--- src/rtl/mem_pkg.sv ---
// Shared definitions for the eight-word register bank.
//   MEM_ADDR_W / MEM_DEPTH / MEM_DATA_W : bank geometry
//   mem_word_t  : one stored word
//   mem_req_t   : request fields sampled on accept
//   rsp_state_t : response-slot occupancy (EMPTY / FULL)
//   onehot_dec  : 1-of-8 write-enable decode of a word address
package mem_pkg;

    localparam int MEM_ADDR_W = 3;
    localparam int MEM_DEPTH  = 8;
    localparam int MEM_DATA_W = 16;

    typedef logic [MEM_DATA_W-1:0] mem_word_t;

    typedef struct packed {
        logic                  we;
        logic [MEM_ADDR_W-1:0] addr;
        mem_word_t             wdata;
    } mem_req_t;

    typedef enum logic [0:0] {
        RSP_EMPTY = 1'b0,
        RSP_FULL  = 1'b1
    } rsp_state_t;

    function automatic logic [MEM_DEPTH-1:0] onehot_dec(input logic [MEM_ADDR_W-1:0] addr);
        logic [MEM_DEPTH-1:0] dec;
        dec = {{(MEM_DEPTH-1){1'b0}}, 1'b1} << addr;
        return dec;
    endfunction

endpackage

--- src/rtl/mem_word_reg.sv ---
// One storage word of the bank.
//   clk   : rising-edge clock
//   reset : asynchronous, active-high; loads RST_VALUE
//   load  : capture d at the next edge
//   d     : data to store
//   q     : stored word
module mem_word_reg
    import mem_pkg::*;
#(
    parameter int                DATA_W    = MEM_DATA_W,
    parameter logic [DATA_W-1:0] RST_VALUE = {DATA_W{1'b0}}
) (
    input  logic              clk,
    input  logic              reset,
    input  logic              load,
    input  logic [DATA_W-1:0] d,
    output logic [DATA_W-1:0] q
);

    logic [DATA_W-1:0] word_d;
    logic [DATA_W-1:0] word_q;

    // Next word value: new data when loaded, otherwise hold.
    always_comb begin
        word_d = word_q;
        if (load) begin
            word_d = d;
        end else begin
            word_d = word_q;
        end
    end

    // Word storage register.
    always_ff @(posedge clk or posedge reset) begin
        if (reset) begin
            word_q <= RST_VALUE;
        end else begin
            word_q <= word_d;
        end
    end

    assign q = word_q;

endmodule

--- src/rtl/ram8_access_ctrl.sv ---
// Eight-word register bank behind a valid/ready request/response interface.
// One response slot; responses are registered one cycle after accept.
//   clk, reset              : clock, asynchronous active-high reset
//   req_valid/req_ready     : request handshake
//   req_we/req_addr/req_wdata : request fields (sampled on accept only)
//   rsp_valid/rsp_ready     : response handshake
//   rsp_rdata               : read data, or echoed write data
//   rsp_was_wr              : response belongs to a write
// Optional feature macro ACCESS_COUNT_EN adds:
//   cnt_clr  : synchronous clear of both counters (wins over an accept)
//   rd_count : saturating count of accepted reads
//   wr_count : saturating count of accepted writes
module ram8_access_ctrl
    import mem_pkg::*;
#(
    parameter int                DATA_W    = MEM_DATA_W,
    parameter logic [DATA_W-1:0] RST_VALUE = {DATA_W{1'b0}}
) (
    input  logic                  clk,
    input  logic                  reset,
    input  logic                  req_valid,
    output logic                  req_ready,
    input  logic                  req_we,
    input  logic [MEM_ADDR_W-1:0] req_addr,
    input  logic [DATA_W-1:0]     req_wdata,
    output logic                  rsp_valid,
    input  logic                  rsp_ready,
    output logic [DATA_W-1:0]     rsp_rdata,
`ifdef ACCESS_COUNT_EN
    input  logic                  cnt_clr,
    output logic [15:0]           rd_count,
    output logic [15:0]           wr_count,
`endif
    output logic                  rsp_was_wr
);

    mem_req_t             req_s;
    logic                 accept_s;
    logic                 wr_accept_s;
    logic [MEM_DEPTH-1:0] load_en_s;
    logic [DATA_W-1:0]    word_q [MEM_DEPTH];

    rsp_state_t           state_d,  state_q;
    logic [DATA_W-1:0]    rdata_d,  rdata_q;
    logic                 was_wr_d, was_wr_q;

    assign req_s.we    = req_we;
    assign req_s.addr  = req_addr;
    assign req_s.wdata = req_wdata;

    assign rsp_valid   = (state_q == RSP_FULL);
    assign req_ready   = !rsp_valid || rsp_ready;
    assign accept_s    = req_valid && req_ready;
    assign wr_accept_s = accept_s && req_s.we;
    assign load_en_s   = wr_accept_s ? onehot_dec(req_s.addr) : {MEM_DEPTH{1'b0}};

    genvar gi;
    generate
        for (gi = 0; gi < MEM_DEPTH; gi++) begin : g_word
            mem_word_reg #(
                .DATA_W    (DATA_W),
                .RST_VALUE (RST_VALUE)
            ) u_word (
                .clk   (clk),
                .reset (reset),
                .load  (load_en_s[gi]),
                .d     (req_s.wdata),
                .q     (word_q[gi])
            );
        end
    endgenerate

    // Response-slot next state: filled on accept, drained on consume.
    always_comb begin
        state_d = state_q;
        case (state_q)
            RSP_EMPTY: begin
                if (accept_s) begin
                    state_d = RSP_FULL;
                end else begin
                    state_d = RSP_EMPTY;
                end
            end
            RSP_FULL: begin
                // Consume and accept in one cycle keeps the slot full.
                if (accept_s) begin
                    state_d = RSP_FULL;
                end else if (rsp_ready) begin
                    state_d = RSP_EMPTY;
                end else begin
                    state_d = RSP_FULL;
                end
            end
            default: begin
                state_d = RSP_EMPTY;
            end
        endcase
    end

    // Response payload: loaded only on accept so it holds under backpressure.
    // The read path sees the word as committed at earlier edges.
    always_comb begin
        rdata_d  = rdata_q;
        was_wr_d = was_wr_q;
        if (accept_s) begin
            rdata_d  = req_s.we ? req_s.wdata : word_q[req_s.addr];
            was_wr_d = req_s.we;
        end else begin
            rdata_d  = rdata_q;
            was_wr_d = was_wr_q;
        end
    end

    // Response slot registers.
    always_ff @(posedge clk or posedge reset) begin
        if (reset) begin
            state_q  <= RSP_EMPTY;
            rdata_q  <= RST_VALUE;
            was_wr_q <= 1'b0;
        end else begin
            state_q  <= state_d;
            rdata_q  <= rdata_d;
            was_wr_q <= was_wr_d;
        end
    end

    assign rsp_rdata  = rdata_q;
    assign rsp_was_wr = was_wr_q;

`ifdef ACCESS_COUNT_EN
    logic [15:0] rd_count_d, rd_count_q;
    logic [15:0] wr_count_d, wr_count_q;

    // Saturating access counters; clear has priority over counting.
    always_comb begin
        rd_count_d = rd_count_q;
        wr_count_d = wr_count_q;
        if (cnt_clr) begin
            rd_count_d = 16'h0000;
            wr_count_d = 16'h0000;
        end else if (accept_s) begin
            if (req_s.we) begin
                if (wr_count_q != 16'hFFFF) begin
                    wr_count_d = wr_count_q + 16'h0001;
                end else begin
                    wr_count_d = wr_count_q;
                end
            end else begin
                if (rd_count_q != 16'hFFFF) begin
                    rd_count_d = rd_count_q + 16'h0001;
                end else begin
                    rd_count_d = rd_count_q;
                end
            end
        end else begin
            rd_count_d = rd_count_q;
            wr_count_d = wr_count_q;
        end
    end

    // Counter registers.
    always_ff @(posedge clk or posedge reset) begin
        if (reset) begin
            rd_count_q <= 16'h0000;
            wr_count_q <= 16'h0000;
        end else begin
            rd_count_q <= rd_count_d;
            wr_count_q <= wr_count_d;
        end
    end

    assign rd_count = rd_count_q;
    assign wr_count = wr_count_q;
`endif

endmodule

--- config.mk ---
export PLATFORM = sky130hd
export DESIGN_NAME = ram8_access_ctrl
export DESIGN_NICKNAME = d
export VERILOG_FILES = /design/src/rtl/mem_pkg.sv /design/src/rtl/mem_word_reg.sv /design/src/rtl/ram8_access_ctrl.sv
export SDC_FILE = /design/constraint.sdc
export NUM_CORES = 1
export LEC_CHECK = 0
export ABC_AREA = 0
export CORE_MARGIN = 5
export CORE_UTILIZATION = 50
export CTS_CLUSTER_SIZE = 24
export DETAILED_ROUTE_END_ITERATION = 8
export PLACE_DENSITY_LB_ADDON = 0.12
export SYNTH_ARGS = -nofsm -noshare
export SYNTH_HDL_FRONTEND = slang
export SYNTH_SLANG_ARGS = --single-unit
--- constraint.sdc ---
create_clock -name clk -period 4.6 [get_ports clk]
set_clock_uncertainty 0.05 [all_clocks]
set_input_delay 0.92 -clock clk [delete_from_list [all_inputs] [get_ports clk]]
set_output_delay 0.92 -clock clk [all_outputs]
set_load 0.02 [all_outputs]
# [Yosys cells after proc, flatten, opt, wreduce, memory -nomap -nowiden]
# Index checks and enable logic that the tools add are counted.
[totals] wordCells=28 register_bits=146 out_inout_bits=19
[op_classes] bitwise=2 n_reduce_logical=4 n_mux=9 order_cmp=1 n_shift=1
[ops] cell="16-bit binary-select mux with 3-bit select" count=1
[ops] cell="16-bit two-way mux" count=3
[ops] cell="8-bit two-way mux" count=1
[ops] cell="1-bit by 3-bit left shift with 8-bit output (first input constant)" count=1
[ops] cell="4-bit greater-or-equal comparator (second input constant)" count=1
[ops] cell="3-bit inverter with 4-bit output" count=1
[ops] cell="1-bit two-way mux" count=3
[ops] cell="1-bit logical AND" count=2
[ops] cell="1-bit one-hot mux with 2 select lines" count=1
[ops] cell="1-bit logical NOT" count=1
[ops] cell="1-bit logical OR" count=1
[ops] cell="1-bit inverter" count=1

# [Depth between registers and ports, before layout]
[depth] ltp_word=5 depth_mapped=7 ltp_nobuf=4

# [Modules after synthesis]
# Synthesis repeated with hierarchy kept, for this count alone.
[hier_totals] cells_unflattened=489 hier_area_um2=7170.6
[modules_own_cells] module="mem_word_reg" seq_area_each_um2=400.4 cells_each=35 n_inst=8 area_per_inst_um2=653.1
[modules_own_cells] module="ram8_access_ctrl" seq_area_each_um2=450.4 cells_each=209 n_inst=1 area_per_inst_um2=1945.6

# [Worst setup path after synthesis]
# OpenSTA, ideal clock, no wires.
[synth_path] kind="input port to flip-flop" startpoint="input rsp_ready" endpoint="register g_word[0].u_word.word_q[0]" required_ns=4.425 slack_ns=2.207 setup_time_ns=0.125 path_stages=6 path_buffers=2 t_arrival_ns=2.219 cell_sequence="nand2b_1 buf_4 nand4b_4 nor3_2 buf_6 mux2_2"
[synth_via] elab_chain_cells=4
[synth_lines] element="start: declaration" line_no="ram8_access_ctrl.sv:27" text="input logic rsp_ready,"
[synth_lines] element="1-bit logical OR" line_no="ram8_access_ctrl.sv:52" text="assign req_ready = !rsp_valid || rsp_ready;"
[synth_lines] element="named net req_ready" line_no="ram8_access_ctrl.sv:22" text="output logic req_ready,"
[synth_lines] element="1-bit logical AND" line_no="ram8_access_ctrl.sv:53" text="assign accept_s = req_valid && req_ready;"
[synth_lines] element="1-bit logical AND" line_no="ram8_access_ctrl.sv:54" text="assign wr_accept_s = accept_s && req_s.we;"
[synth_lines] element="8-bit two-way mux" line_no="ram8_access_ctrl.sv:55" text="assign load_en_s = wr_accept_s ? onehot_dec(req_s.addr) : {MEM_DEPTH{1'b0}};"
[synth_lines] element="end signal: assignment" line_no="mem_word_reg.sv:38" text="word_q <= word_d;"
[synth_lines] element="end: declaration" line_no="mem_word_reg.sv:21" text="logic [DATA_W-1:0] word_q;"
# The timed path passes the listed nets, and every way through them passes these cells.
# A chain may end at the register's enable or synchronous reset.

# [Final worst setup path]
[layout_path] startpoint="input rsp_ready" endpoint="output req_ready"
[layout_via] elab_chain_cells=1
[layout_lines] element="1-bit logical OR" line_no="ram8_access_ctrl.sv:52"
[layout_lines] element="end: declaration" line_no="ram8_access_ctrl.sv:22"
# Every way passes these cells.

==> metrics.txt <==
hold-fix buffers at CTS 0; Tcrit/Tclk final 0.7480; Starting Density 0.5070; share of layout cells above drive strength 1 0.3770; die area approximately 16,000 sq um; Post CTS Setup Buffer Count 0; crit-path most repeated cell clkdlybuf4s50_1; number of synthesized flops with an enable pin 0; H-tree levels 4; die width between 100 and 150 microns; Max Slew Vio Count 0; maximum VDD drop roughly 0.00038 V; nets 560; top sig layer met4; dpl cells slightly below 700; Fin. Hold Viols 0; Max Cap Violations 0; die height ~130 microns; leakage power 3.504 nW; CTS root buffer clkbuf_16; DRT met1 WL ~7300 microns; Power Dens Cells about 500 nW/um^2; WP data required 3630 ps; critical path arrival around 2500 ps; post-DP HPWL between 10,000 and 15,000 microns; ANT cells 0; post-route DRC violation count 0; Post-Synthesis Cells 486; synthesis-to-layout area growth 18.99%; Netlist Area Pre-Place 6661 sq um; kind of critical path in2out; final setup fails 0; post-cts gate resize count 0; Longest Clk Path Bufs 2; met3 wire len 616 microns; CP max-delay cell clkdlybuf4s50_1; Critical Path Fanout Max 7; HP Class reg2reg; mean area per synthesized cell about 14 sq um; Worst-Margin Slew between 1000 and 1500 ps; gr ovfl total 0; Synth Warn # 0; CP max stage delay around 700 ps; Clock Latency Late Sink around 420 ps; post-DR vias/cell between 5 and 6; vias after detailed routing between 4,000 and 5,000; IO Port Bufs 42; clock sinks about 150; crit path capture type primary output; number of global-route vias before repair roughly 4,500; Total GRT Usage 0.2114; CTS buffer count 17; RSZ-0062 raised after global routing false; final wirelength 16,010 microns; CP Cell Sequence clkdlybuf4s50_1, nand2b_1, clkdlybuf4s50_1; CTS tree done; Non-Filler Instances between 700 and 800; Avg WL per Cell approximately 22 microns; Post-synth top flop dfrtp_1; Setup TNS 0 ps; Slew headroom 0.1964; FF+latch count, synth about 150; clk slew on worst S/H paths approximately 60 ps; RePlAce Congestion between 0.7 and 0.8; Pwr Total 3.878 mW; Tmin final ~3400 ps; antenna violations before repair 0; core area about 13,000 sq um; startpoint types primary input; Final Util 0.6033; ys async rst share 1.000; Seq/Total Area, Yosys 0.5485; pin count of the biggest net entering global routing 80; iteration count of the initial detailed-routing pass 4; WL met2 7798 microns; first-pass GRT wire length 25,580 microns; Antenna Nets Post-Route 0; DR iter-0 viols about 280; Yosys cell types 34; site row count 42; fmax slightly below 300 MHz; Post-Syn Nets between 500 and 600; status finished, final reports clean; I/O pins between 40 and 50
==> path summary, 6_finish.rpt <==
kind / from / to / slack, ps / cells after the start
worst max register to register: rsp_valid$_DFF_PP0_ / rsp_rdata[6]$_DFFE_PP0P_ / 2090 / 5
min in group asynchronous: reset / g_word[5].u_word.q[5]$_DFFE_PP0P_ / 1000 / 2
max in group asynchronous: reset / rsp_rdata[3]$_DFFE_PP0P_ / 2620 / 3
worst max-delay path: rsp_ready / req_ready / 1160 / 3
worst min register to register: g_word[4].u_word.q[4]$_DFFE_PP0P_ / g_word[4].u_word.q[4]$_DFFE_PP0P_ / 430 / 1
worst min-delay path: g_word[4].u_word.q[4]$_DFFE_PP0P_ / g_word[4].u_word.q[4]$_DFFE_PP0P_ / 430 / 1
==> layout make-up <==
class	instances	area [sq um]
Timing Repair Buffer	61	570.5
Multi-Input combinational cell	309	2831
Clock inverter	11	182.7
Tap cell	176	220.2
Fill cell	1070	5211
Clock buffer	21	460.4
Sequential cell	146	3654
Inverter	1	7.507
==> critical path, delay by kind of cell <==
kind          cells  cell delay, ps
buf+inv           2            1150
simple gates      1             400
==> state kept, by name (all words and copies together), names as in the netlist <==
name	count
rsp_was_wr	1
rsp_valid	1
g_word.u_word.q	128
rsp_rdata	16
==> logic make-up (layout without fill, tap and decap cells) <==
| family | count (synthesis) | after routing | synth area share |
|---|---|---|---|
| buffers and inverters | 31 | 94 | 0.02648 |
| AND/OR/NAND/NOR | 84 | 84 | 0.07194 |
| AO/OA/AOI/OAI | 49 | 49 | 0.04940 |
| flip-flops | 146 | 146 | 0.5485 |
| multiplexers | 176 | 176 | 0.3037 |
==> per-layer routing <==
| metal | vias to the layer above | global-route usage |
|---|---|---|
| li1 | 1890 | - |
| met1 | 2179 | 0.2858 |
| met2 | 102 | 0.3414 |
| met3 | 21 | 0.04733 |
| met4 | 0 | 0.06760 |
| met5 | - | 0 |
==> Yosys cell counts, types with 7 or more instances <==
| master | instances | share of area |
|---|---|---|
| a211o_1 | 7 | 0.0092 |
| a21oi_1 | 14 | 0.011 |
| and3_1 | 7 | 0.0066 |
| buf_2 | 9 | 0.0068 |
| buf_4 | 11 | 0.012 |
| clkbuf_1 | 9 | 0.0051 |
| dfrtp_1 | 146 | 0.55 |
| mux2_1 | 10 | 0.017 |
| mux2_2 | 139 | 0.23 |
| mux2i_1 | 21 | 0.032 |
| nand2_1 | 15 | 0.0085 |
| nand3_1 | 11 | 0.0083 |
| nor2_1 | 13 | 0.0073 |
| nor3_1 | 12 | 0.0090 |
| o22ai_1 | 18 | 0.017 |
| o311ai_0 | 7 | 0.0092 |
==> cell usage in the layout, fill, tap and decap left out, drive strengths merged, types with 2 or more instances in the layout <==
cell           count
mux2i             21
a211o              7
o311ai             7
nor3              14
bufinv             5
nand3b             2
a21oi             14
mux4               6
nand3             11
dfrtp            146
clkbuf            21
nor2              19
o22ai             18
buf               20
clkinvlp           2
a211oi             2
nor2b              2
or3                2
nand2             15
clkdlybuf4s50     41
clkinv             5
nand2b             6
and3               7
mux2             149
==> power by group <==
part           internal, mW  total (mW)  leakage [nW]  switching [mW]
Clock                 0.986        1.49         0.317           0.509
Combinational         0.381       0.668          1.36           0.287
Sequential             1.57        1.72          1.82           0.142
==> per-stage QoR <==
step,cell area [sq um],setup slack (ps),hold WS (ps)
after global routing,7926,1105,452.3
after detailed placement,7283,989.0,423.9
after CTS,7926,1155,437.9
after floorplan,6665,1797,399.5
after global placement,7283,1037,414.3
final,7926,1159,433.9
No activity file was read; power rests on OpenSTA's default activity.
